**src/rtl/memory_game_pkg.sv**
```systemverilog
// Shared types and constants for the memory game sequence engine.
package memory_game_pkg;

  typedef enum logic [2:0] {
    IDLE,
    GEN,
    SHOW,
    INPUT,
    LOSE,
    WIN
  } state_e;

  localparam int              LFSR_W       = 16;
  localparam logic [LFSR_W-1:0] LFSR_TAPS    = 16'hB400;
  localparam logic [LFSR_W-1:0] DEFAULT_SEED = 16'hACE1;

  // Taps at bits 15, 13, 12 and 10 of the Fibonacci register.
  function automatic logic lfsr_feedback(input logic [LFSR_W-1:0] s);
    return ^(s & LFSR_TAPS);
  endfunction

endpackage

```
**src/rtl/seq_lfsr.sv**
```systemverilog
// Free-running 16-bit Fibonacci LFSR that supplies random symbols to the engine.
module seq_lfsr
  import memory_game_pkg::*;
#(
  parameter logic [LFSR_W-1:0] SEED = DEFAULT_SEED
) (
  input  logic              clk_i,
  input  logic              rst_n_i,
  output logic [LFSR_W-1:0] state_o
);

  logic [LFSR_W-1:0] lfsr_q, lfsr_d;

  assign lfsr_d  = {lfsr_q[LFSR_W-2:0], lfsr_feedback(lfsr_q)};
  assign state_o = lfsr_q;

  always_ff @(posedge clk_i or negedge rst_n_i) begin
    if (!rst_n_i) lfsr_q <= SEED;
    else          lfsr_q <= lfsr_d;
  end

endmodule

```
**src/rtl/memory_game_seq_engine.sv**
```systemverilog
// Memory game engine: grows a random symbol sequence, plays it back, then scores guesses.
// Optional guess timeout is enabled by defining GUESS_TIMEOUT_EN.
module memory_game_seq_engine
  import memory_game_pkg::*;
#(
  parameter int                WIDTH          = 4,
  parameter int                DEPTH          = 8,
  parameter int                SHOW_CYCLES    = 4,
  parameter logic [LFSR_W-1:0] SEED           = DEFAULT_SEED,
  parameter int                TIMEOUT_CYCLES = 255
) (
  input  logic                         CLK,
  input  logic                         RST_N,
  input  logic                         start,
  input  logic [WIDTH-1:0]             guess,
  input  logic                         guess_valid,
  output logic                         guess_ready,
  output logic                         show_valid,
  output logic [WIDTH-1:0]             show_symbol,
  output logic [$clog2(DEPTH+1)-1:0]   level,
  output logic [$clog2(DEPTH+1)-1:0]   score,
  output logic                         game_over,
  output logic                         game_won,
  output logic                         timeout
);

  localparam int LVL_W = $clog2(DEPTH + 1);
  localparam int IDX_W = $clog2(DEPTH);
  localparam int CYC_W = $clog2(SHOW_CYCLES + 1);

  state_e           state_q, state_d;
  logic [LVL_W-1:0] level_q, level_d, score_q, score_d;
  logic [IDX_W-1:0] idx_q, idx_d;
  logic [CYC_W-1:0] cyc_q, cyc_d;
  logic             timeout_q, timeout_d;
  logic [WIDTH-1:0] mem_q [DEPTH];

  logic [LFSR_W-1:0] lfsr;
  logic [WIDTH-1:0]  rand_sym, cur_sym;
  logic              xfer, last, hit, to_expire;
  logic              unused_bits;

  seq_lfsr #(.SEED(SEED)) u_lfsr (
    .clk_i   (CLK),
    .rst_n_i (RST_N),
    .state_o (lfsr)
  );

  assign rand_sym    = lfsr[WIDTH-1:0];
  assign cur_sym     = mem_q[idx_q];
  assign xfer        = (state_q == INPUT) && guess_valid;
  assign last        = (LVL_W'(idx_q) == level_q - LVL_W'(1));
  assign hit         = (guess == cur_sym);
  assign unused_bits = ^{lfsr, 32'(TIMEOUT_CYCLES)};

`ifdef GUESS_TIMEOUT_EN
  localparam int TO_W = $clog2(TIMEOUT_CYCLES + 1);
  logic [TO_W-1:0] to_cnt_q, to_cnt_d;

  // Counter runs only while waiting in INPUT; any accepted guess or leaving INPUT clears it.
  assign to_cnt_d  = (state_q == INPUT && !guess_valid) ? to_cnt_q + 1'b1 : '0;
  assign to_expire = (state_q == INPUT) && !guess_valid &&
                     (to_cnt_q == TO_W'(TIMEOUT_CYCLES - 1));

  always_ff @(posedge CLK or negedge RST_N) begin
    if (!RST_N) to_cnt_q <= '0;
    else        to_cnt_q <= to_cnt_d;
  end
`else
  assign to_expire = 1'b0;
`endif

  always_ff @(posedge CLK or negedge RST_N) begin
    if (!RST_N) begin
      state_q   <= IDLE;
      level_q   <= '0;
      score_q   <= '0;
      idx_q     <= '0;
      cyc_q     <= '0;
      timeout_q <= 1'b0;
    end else begin
      state_q   <= state_d;
      level_q   <= level_d;
      score_q   <= score_d;
      idx_q     <= idx_d;
      cyc_q     <= cyc_d;
      timeout_q <= timeout_d;
    end
  end

  // Sequence storage keeps its contents across reset; only GEN writes it.
  always_ff @(posedge CLK) begin
    if (state_q == GEN) mem_q[level_q[IDX_W-1:0]] <= rand_sym;
  end

  always_comb begin
    state_d   = state_q;
    level_d   = level_q;
    score_d   = score_q;
    idx_d     = idx_q;
    cyc_d     = cyc_q;
    timeout_d = timeout_q;
    case (state_q)
      IDLE, LOSE, WIN: begin
        if (start) begin
          state_d   = GEN;
          level_d   = '0;
          score_d   = '0;
          timeout_d = 1'b0;
        end
      end
      GEN: begin
        level_d = level_q + 1'b1;
        idx_d   = '0;
        cyc_d   = '0;
        state_d = SHOW;
      end
      SHOW: begin
        // Cycles 0..SHOW_CYCLES-1 display the symbol, cycle SHOW_CYCLES is the blank gap.
        if (cyc_q == CYC_W'(SHOW_CYCLES)) begin
          cyc_d = '0;
          if (last) begin
            idx_d   = '0;
            state_d = INPUT;
          end else begin
            idx_d = idx_q + 1'b1;
          end
        end else begin
          cyc_d = cyc_q + 1'b1;
        end
      end
      INPUT: begin
        if (xfer) begin
          if (!hit) begin
            state_d = LOSE;
          end else if (!last) begin
            idx_d = idx_q + 1'b1;
          end else begin
            score_d = score_q + 1'b1;
            state_d = (level_q == LVL_W'(DEPTH)) ? WIN : GEN;
          end
        end else if (to_expire) begin
          state_d   = LOSE;
          timeout_d = 1'b1;
        end
      end
      default: state_d = IDLE;
    endcase
  end

  always_comb begin
    guess_ready = (state_q == INPUT);
    show_valid  = (state_q == SHOW) && (cyc_q < CYC_W'(SHOW_CYCLES));
    show_symbol = show_valid ? cur_sym : '0;
    level       = level_q;
    score       = score_q;
    game_over   = (state_q == LOSE) || (state_q == WIN);
    game_won    = (state_q == WIN);
    timeout     = timeout_q;
  end

endmodule

```
**config.mk**
```make
export PLATFORM = sky130hd
export DESIGN_NAME = memory_game_seq_engine
export DESIGN_NICKNAME = d
export VERILOG_FILES = /design/src/rtl/memory_game_pkg.sv /design/src/rtl/seq_lfsr.sv /design/src/rtl/memory_game_seq_engine.sv
export SDC_FILE = /design/constraint.sdc
export NUM_CORES = 1
export LEC_CHECK = 0
export ABC_CLOCK_PERIOD_IN_PS = 2540
export CAP_MARGIN = 20
export CORE_ASPECT_RATIO = 0.75
export CORE_MARGIN = 2
export CORE_UTILIZATION = 60
export CTS_BUF_LIST = sky130_fd_sc_hd__clkbuf_8
export CTS_CLUSTER_DIAMETER = 120
export DETAILED_ROUTE_END_ITERATION = 16
export PLACE_DENSITY = 0.82
export REMOVE_ABC_BUFFERS = 1
export SYNTH_ARGS = -nofsm -noshare
export SYNTH_HDL_FRONTEND = slang
export SYNTH_SLANG_ARGS = --single-unit
```
**constraint.sdc**
```tcl
create_clock -name CLK -period 2.54 [get_ports CLK]
set_clock_uncertainty 0.05 [all_clocks]
set_input_delay 0.508 -clock CLK [delete_from_list [all_inputs] [get_ports CLK]]
set_output_delay 0.508 -clock CLK [all_outputs]
set_load 0.01 [all_outputs]
```
Word-level counts from Yosys, hierarchy flattened. Memory sizes are Yosys's and may differ from the RTL's. Index checks and enable logic that the tools add are counted.

Latch bits: 0. Bits in read-only memories: 0. Bits of input ports: 8. Logic and storage cells: 69. Output and inout bits: 17. Memories kept: 1. RAM bits: 32. Register bits after elaboration: 33.

Memories: mem_q (depth 8, bits a word 4, read ports 1, clocked after memory_dff 0, write ports 1, line memory_game_seq_engine.sv:36) `logic [WIDTH-1:0] mem_q [DEPTH];`.

Magnitude comparators: 1. Eq/ne operators: 17. Multiply operators: 0. Mux-type cells: 25. Add/sub/neg operators: 5. Shift operators: 0. Reduce and logical (&&, ||, !) cells: 14. Bitwise operators: 0. Div/mod/pow operators: 0.

Operators by type and width (number): 3-bit two-way mux (13); 4-bit two-way mux (5); 4-bit case mux with 2 select lines (2); 16-bit XOR reduction (1); 5-bit AND reduction (3); 3-bit case mux with 4 select lines (1); 3-bit equality test, second input constant (3); 3-bit case mux with 3 select lines (1); 4-bit by 1-bit adder with 4-bit output, second input constant (2); 2-bit inequality test, second input constant (4); 3-bit by 1-bit adder with 3-bit output, second input constant (2); 3-bit by 2-bit equality test with 1-bit output, second input constant (2); 2-bit by 1-bit inequality test with 1-bit output, second input constant (3); 3-bit case mux with 2 select lines (1); 2-bit nonzero test (3); 3-bit by 4-bit equality test with 1-bit output (1); 4-bit equality test (1); 4-bit equality test, second input constant (1); 4-bit by 1-bit subtractor with 4-bit output, second input constant (1); 3-bit by 1-bit equality test with 1-bit output, second input constant (1); 3-bit zero test (1); 3-bit < comparator, second input constant (1); 3-bit inequality test, second input constant (1); 3-bit nonzero test (1); 5 further kinds (7).

Depth between registers and ports, before layout. Gate-level depths: netlist (run 1).

Depth after elaboration: 6. Gate-level depth with buffers: 10. Gate-level depth less buffers: 9.

Hierarchy. Synthesis (run 1) repeated with hierarchy kept, for this count alone.

Cells, all modules: 251. Area total of the unflattened synthesis: 3119.2 µm².

By module, submodules not included: memory_game_seq_engine (area an instance 2570.0 µm², times used 1, sequential area each 1386.3 µm², cells each 217); seq_lfsr (area an instance 549.3 µm², times used 1, sequential area each 410.4 µm², cells each 34).

Least setup slack after synthesis (run 1). OpenSTA, ideal clock, no wires.

Path kind: register to register. From: reg level_q[1] (netlist: level[1]). To: reg state_q[0]. Buffers on the path: 1. Slack: 0.269 ns. Required time: 2.366 ns. Arrival: 2.097 ns. Cell stages (with the launch flop): 10. Clock period less this slack: 2.271 ns. Setup time: 0.124 ns. Cell sequence: dfrtp_1 -> inv_1 -> ha_1 -> xor2_1 -> and3b_1 -> o211ai_1 -> buf_2 -> a2bb2oi_1 -> nor2_1 -> a211o_1.

Cells in the longest elaborated chain, start to end: 4. Elaborated cells between the ends (all ways): 5. Those cells by class: add/sub (1); eq/ne (3); reduce/logical (1).

Ends and longest elaborated chain: start, declared (line memory_game_seq_engine.sv:32) `logic [LVL_W-1:0] level_q, level_d, score_q, score_d;`; start signal, assigned (line memory_game_seq_engine.sv:83) `level_q <= level_d;`; 4-bit by 1-bit subtractor with 4-bit output (*) (line memory_game_seq_engine.sv:52) `assign last = (LVL_W'(idx_q) == level_q - LVL_W'(1));`; 3-bit by 4-bit equality test with 1-bit output (*) (line memory_game_seq_engine.sv:52); 3-bit inequality test (no source line) / 2-bit inequality test (equally long branches); 5-bit AND reduction (no source line) (*); end signal, assigned (line memory_game_seq_engine.sv:82) `state_q <= state_d;`; end, declared (line memory_game_seq_engine.sv:31) `state_e state_q, state_d;`.

Mark *: on every way between the ends. The rest lies on a longest branch, timed or not. A chain may end at the register's enable or synchronous reset.

Final worst setup path (run 1).
From: reg state_q[2]. To: out show_valid.

Cells in the longest elaborated chain, start to end: 2.

Ends and longest elaborated chain: 3-bit by 2-bit equality test with 1-bit output (line memory_game_seq_engine.sv:153) `show_valid = (state_q == SHOW) && (cyc_q < CYC_W'(SHOW_CYCLES));`; 1-bit logical AND (line memory_game_seq_engine.sv:153); end, declared (line memory_game_seq_engine.sv:18) `output logic show_valid,`.

Every way passes these cells.

==> results.cfg, run 1 <==
[outcome]
status = completed

[timing]
hold_viol = 0
finalCritPeriodShare_pct = 97.23
setup_violations = 0
final_max_slew_viol_count = 0
max_freq_ghz = 0.4049
whs_ps = 303.2
rsz0062_at_grt = false
timing.final.crit_period_ps = 2470
setup_tns_ps = 0

[finish]
layout_common_cells = edfxtp_1 (32), dfrtp_1 (24), nor2_1 (22), buf_4 (22), nand2_1 (20)
final_common_cell = edfxtp_1
fin_util_pct = 74.74
num-fill-cells = 313
syn_to_final_growth_pct = 21.55
drive_gt1_share_pct = 20.54
diodes = 0
fin_nets = 306

[yosys]
syn-cell-area_sq_mm = 0.002979
synth_top_cells_by_area = edfxtp_1 (32%), dfrtp_1 (21%), dfstp_2 (7.1%)
synth_warnings = 0
ys_ff_latch = 65
synthArstFlopShare_pct = 50.77
synth_edf_count = 32
ys.flop_type = edfxtp_1
synthCells = 244
seq_area_frac_synth_pct = 60.31
syn_area_per_cell_sq_um = 12.21
synth_top_cell_by_area = edfxtp_1
synth_cell_type_count = 48
synth.top_cell.area_share_pct = 32.26

[clock_network]
clockRootBuffer = clkbuf_8
cts_tree = yes
cts_buffers = 9
cts_max_level = 3
cts.clk_slew.worst_paths_ps = 70
insertion_delay_ps = 350
cts_sinks = 65
cts-hold-fix-buffers = 0
cts_max_path_buffers = 2

[drt]
via_count = 2113
dr.first_iter.drc_count = 216
drc_errors = 0
avgViaCountPerCell = 5.919
wl_per_cell_um = 18.01
ant_nets = 0
wl_mm = 6.431
drt_pass1_iterations = 5

[place]
port_buffers = 23
gp_congestion = 0.8810
dpl.hpwl_mm = 4.415

[worst_setup_path]
start_kind = flop
worstSetupPathType = reg -> out
r2r_setup_slack_ps = 90
timing.rr.end = score[3]
arrival_ps = 1910
rr_startpoint = idx_q[0]
crit_start = state_q[2]
r2r_cells = 10
crit_fanout = 5
crit_required_ps = 1980
worst_setup_path_end_kind = output pin
critPathCapture = show_valid

[die]
rows = 22
coreArea_sq_mm = 0.004845
initial_core_util_pct = 61.49
dieArea_sq_mm = 0.005551
ios = 25
fp.dieH_um = 65.03
die_x_um = 85.37

[power]
ir_drop_uv = 571.5
cellPowerDensity_mw_per_mm2 = 953.3
p_leak_nw = 1.432
power_mw = 3.452

[global_route]
grt_max_degree = 34
antenna_found_initial = 0
grt_first_pass_wirelength_mm = 10.27
grt_usage_pct = 25.15
grt_pass1_vias = 2044
grt_overflow = 0

[min_path]
hold_path_class = reg -> reg

[flow_run]
maxCapViolations = 0
## how the worst min path moves through the flow
stage	startpoint	end	slack, ps	cells after the start
2_1_floorplan	RST_N	cyc_q[0]	160	0
3_3_place_gp	u_lfsr.state_o[4]	u_lfsr.state_o[5]	290	0
3_5_place_dp	u_lfsr.state_o[9]	u_lfsr.state_o[10]	290	0
4_1_cts	u_lfsr.state_o[9]	u_lfsr.state_o[10]	300	0
5_1_grt	u_lfsr.state_o[6]	u_lfsr.state_o[7]	300	0
6_report	u_lfsr.state_o[9]	u_lfsr.state_o[10]	300	0
## cell usage after synthesis, types with 2 or more instances
cell type / n
nor2b_1: 4
xnor2_1: 2
dfrtp_1: 25
or3_1: 4
o211ai_1: 2
o31ai_1: 2
buf_2: 4
and2_1: 4
a31oi_1: 2
nor4b_1: 2
dfstp_2: 8
ha_1: 6
buf_4: 2
nor2_1: 22
o311ai_1: 3
nand3_1: 7
xor2_1: 8
inv_1: 11
nor3_1: 4
a21oi_1: 2
nand2b_1: 4
edfxtp_1: 32
clkbuf_1: 5
nand2_1: 20
or4_1: 3
a22oi_1: 7
o21ai_0: 13
mux4_2: 2
mux2i_1: 15
## flip-flops by register name, indices dropped and copies added, names as in the netlist
name	cells
state_q	3
score	4
mem_q	32
u_lfsr.state_o	16
level	4
idx_q	3
cyc_q	3
## kinds of logic (layout without fill, tap and decap cells)
kind of cell / Yosys count / in the layout / synth area share (%)
fa+ha+maj: 6 / 6 / 2.520
xor+xnor: 10 / 10 / 2.940
flops: 65 / 65 / 60.31
buf+inv: 23 / 76 / 3.570
compound gates: 43 / 43 / 10.21
simple gates: 78 / 78 / 13.02
mux: 18 / 18 / 7.308
other cells: 1 / 1 / 0.1259
## metrics by stage
step	instance area, sq um	setup WS (ps)	std cells
after floorplan	2914	-287.6	232
after global placement	3382	171.5	335
after detailed placement	3382	64.19	335
after CTS	3560	47.78	352
after global routing	3621	7.464	357
final	3621	70.31	357
## routing by layer
metal / share of wire (%) / GRT usage (%)
met5: 0 / 0
met4: 1.2 / 9.325
met3: 8.8 / 7.134
met2: 45 / 37.01
met1: 45 / 35.82
## critical path: stages, from the launching register on
cell and delay, ps:
dfrtp_1 380, nand2b_1 150, or3_1 420, inv_1 90, clkdlybuf4s50_1 520
## timing repair
action / 4_1_cts / 5_1_grt
resized for setup: 5 / 11
endpoints found under the setup margin: 4 / 11
pin swaps: 0 / 5
setup buffers: 1 / 5
## final cells by class
class | count | area [sq um] | area share (%)
repair buffers | 49 | 439.2 | 12.13
inverters | 11 | 41.29 | 1.140
well taps | 60 | 75.07 | 2.073
flip-flops and latches | 65 | 1798 | 49.65
multi-input cells | 156 | 1096 | 30.27
clock inverters | 7 | 47.55 | 1.313
clock buffers | 9 | 123.9 | 3.421
## power by group
group	switching (mW)	internal [mW]	total, mW
Sequential	0.0899	1.21	1.30
Combinational	0.754	0.646	1.40
Clock	0.404	0.352	0.756
Total	1.25	2.20	3.45
Power figures use the tool's default switching activity.
==> inputs of run 2 (changes only) <==
--- a/config.mk
+++ b/config.mk
@@ -5,6 +5,7 @@
 export SDC_FILE = /design/constraint.sdc
 export NUM_CORES = 1
 export LEC_CHECK = 0
+export ABC_AREA = 1
 export ABC_CLOCK_PERIOD_IN_PS = 2540
 export CAP_MARGIN = 20
 export CORE_ASPECT_RATIO = 0.75
==> results.cfg, run 2 <==
[global_route]
grt_max_degree = 34
grt_pass1_vias = 2186
antenna_found_initial = 0
grt_first_pass_wirelength_mm = 10.62
grt_overflow = 0
grt_usage_pct = 26.03

[finish]
layout_common_cells = nand2_1 (103), inv_1 (44), edfxtp_1 (32)
fin_util_pct = 72.68
regArea_sq_mm = 0.001802
diodes = 0
largest_register_ffs = 32
final_common_cell = nand2_1
num-fill-cells = 354
syn_to_final_growth_pct = 16.39
multi_input_area_sq_mm = 0.001049
fin_nets = 380
drive_gt1_share_pct = 14.56

[drt]
via_count = 2312
avgViaCountPerCell = 5.364
ant_nets = 0
dr.first_iter.drc_count = 238
wl_per_cell_um = 14.85
wl_mm = 6.401
drc_errors = 0
drt_pass1_iterations = 5

[clock_network]
cts_buffers = 9
clockRootBuffer = clkbuf_8
cts_sinks = 65
cts.clk_slew.worst_paths_ps = 70
cts_max_path_buffers = 2
insertion_delay_ps = 350
cts_max_level = 3
cts-hold-fix-buffers = 0
cts_tree = yes

[yosys]
synth_top_cell_by_area = edfxtp_1
ys.flop_type = edfxtp_1
synth_common_cells = nand2_1 (103), inv_1 (45), edfxtp_1 (32)
synth_top_cells_by_area = edfxtp_1 (31%), dfrtp_1 (20%), nand2_1 (13%)
synthCells = 333
synthArstFlopShare_pct = 50.77
seq_area_frac_synth_pct = 58.40
yosysMostFrequentCell = nand2_1
syn_area_per_cell_sq_um = 9.239
synth_warnings = 0
syn-cell-area_sq_mm = 0.003077
synth_edf_count = 32
ys_ff_latch = 65
synth_cell_type_count = 30
synth.top_cell.area_share_pct = 31.23

[timing]
setup_tns_ps = 0
timing.final.crit_period_ps = 2428
setup_violations = 0
whs_ps = 298.2
hold_viol = 0
max_freq_ghz = 0.4118
rsz0062_at_grt = false
finalCritPeriodShare_pct = 95.60
final_max_slew_viol_count = 0

[place]
dpl.hpwl_mm = 4.580
port_buffers = 23
gp_congestion = 0.8655

[power]
switchingPower_mw = 1.483
cellPowerDensity_mw_per_mm2 = 1018
ir_drop_uv = 501.6
pwr-share-seq_pct = 36.5
p_leak_nw = 1.729
clock_power_share_pct = 21.0
switching_share_pct = 40.66
combPwrFrac_pct = 42.5
p_int_mw = 2.164
power_mw = 3.647

[worst_setup_path]
arrival_ps = 1870
worst_setup_path_end_kind = output pin
critical-path-slowest-cell = clkdlybuf4s50_1
r2r_cells = 12
cp_top_family = buffers and inverters
cpPeakStageDelay_ps = 590
crit_cells = 4
worstSetupPathType = reg -> out
path_buf_inv = 2
start_kind = flop
crit_chain = nor2_1 > inv_2 > nor2_4 > clkdlybuf4s50_1
crit_fanout = 9
crit_required_ps = 1980

[die]
initial_core_util_pct = 62.44
dieArea_sq_mm = 0.005723
die_x_um = 86.69
ios = 25
rows = 22
fp.dieH_um = 66.02
coreArea_sq_mm = 0.004927

[outcome]
status = completed

[flow_run]
maxCapViolations = 0

[min_path]
hold-path-cell-count = 0
hold_path_class = reg -> reg
[run 2: cell types whose count changed after synthesis, moves of 5 or more]
cell | before | now
a22oi_1 | 7 | 0
nor2_1 | 22 | 27
nand2_1 | 20 | 103
o21ai_0 | 13 | 7
nand4_1 | 1 | 6
nand3_1 | 7 | 28
clkbuf_1 | 5 | 0
mux2i_1 | 15 | 1
inv_2 | 0 | 6
nand3b_1 | 0 | 6
inv_1 | 11 | 45
[run 2: routing by layer]
metal	wire length (um)	up-vias	global-route usage, %
met1	2889	1082	36.31
met5	0	-	0
met2	2910	99	38.17
met4	59	0	8.203
met3	541	7	9.488
li1	-	1124	-
[run 2: area by class of cell]
class | instances | share of cell area (%)
tap | 60 | 2.096
multi-input combinational | 210 | 29.28
timing repair buffer | 29 | 8.071
sequential | 65 | 50.31
clock inverter | 6 | 0.9085
clock buffer | 10 | 3.843
inverter | 51 | 5.486
[run 2: cells by family (layout without fill, tap and decap cells)]
family	count (synthesis)	in the layout	share of synthesized area (%)
AOI/OAI and AO/OA	11	11	1.830
xor gates and xnor gates	9	9	2.562
adders and majority gates	6	6	2.440
DFF	65	65	58.40
buffers and inverters	58	96	8.174
other	1	1	0.1219
and+or+nand+nor	182	182	26.15
muxes	1	1	0.3253
[run 2: path summary, 6_finish.rpt]
check	from	end	slack, ps
hold reg to reg	u_lfsr.state_o[14]	u_lfsr.state_o[15]	300
max in group asynchronous	RST_N	u_lfsr.state_o[13]	1600
setup reg to reg	level[0]	idx_q[0]	410
setup / recovery	state_q[2]	guess_ready	110
min in group asynchronous	RST_N	score[0]	490
hold / removal	u_lfsr.state_o[14]	u_lfsr.state_o[15]	300
[run 2: power groups by stage]
| stage | clock network, mW | registers [mW] | logic, mW |
|---|---|---|---|
| 2_1_floorplan | 0 | 1.35 | 0.963 |
| 3_3_place_gp | 0 | 1.33 | 1.43 |
| 3_5_place_dp | 0 | 1.34 | 1.49 |
| 4_1_cts | 0.783 | 1.32 | 1.52 |
| 5_1_grt | 0.837 | 1.35 | 1.72 |
| 6_report | 0.767 | 1.33 | 1.55 |
[run 2: metrics by stage]
| step | cells | cell area, sq um | setup WS (ps) |
|---|---|---|---|
| after floorplan | 326 | 3017 | 613.7 |
| after global placement | 414 | 3359 | 271.5 |
| after detailed placement | 414 | 3359 | 218.0 |
| after CTS | 431 | 3545 | 0.04241 |
| after global routing | 431 | 3581 | 9.353 |
| final | 431 | 3581 | 111.6 |
[run 2: what timing repair did]
item                                   CTS  global route
setup buffers                            1             0
pin swaps                                0             0
endpoints found under the hold margin    0             0
resized for setup                        7            12
setup endpoints to repair                5             4
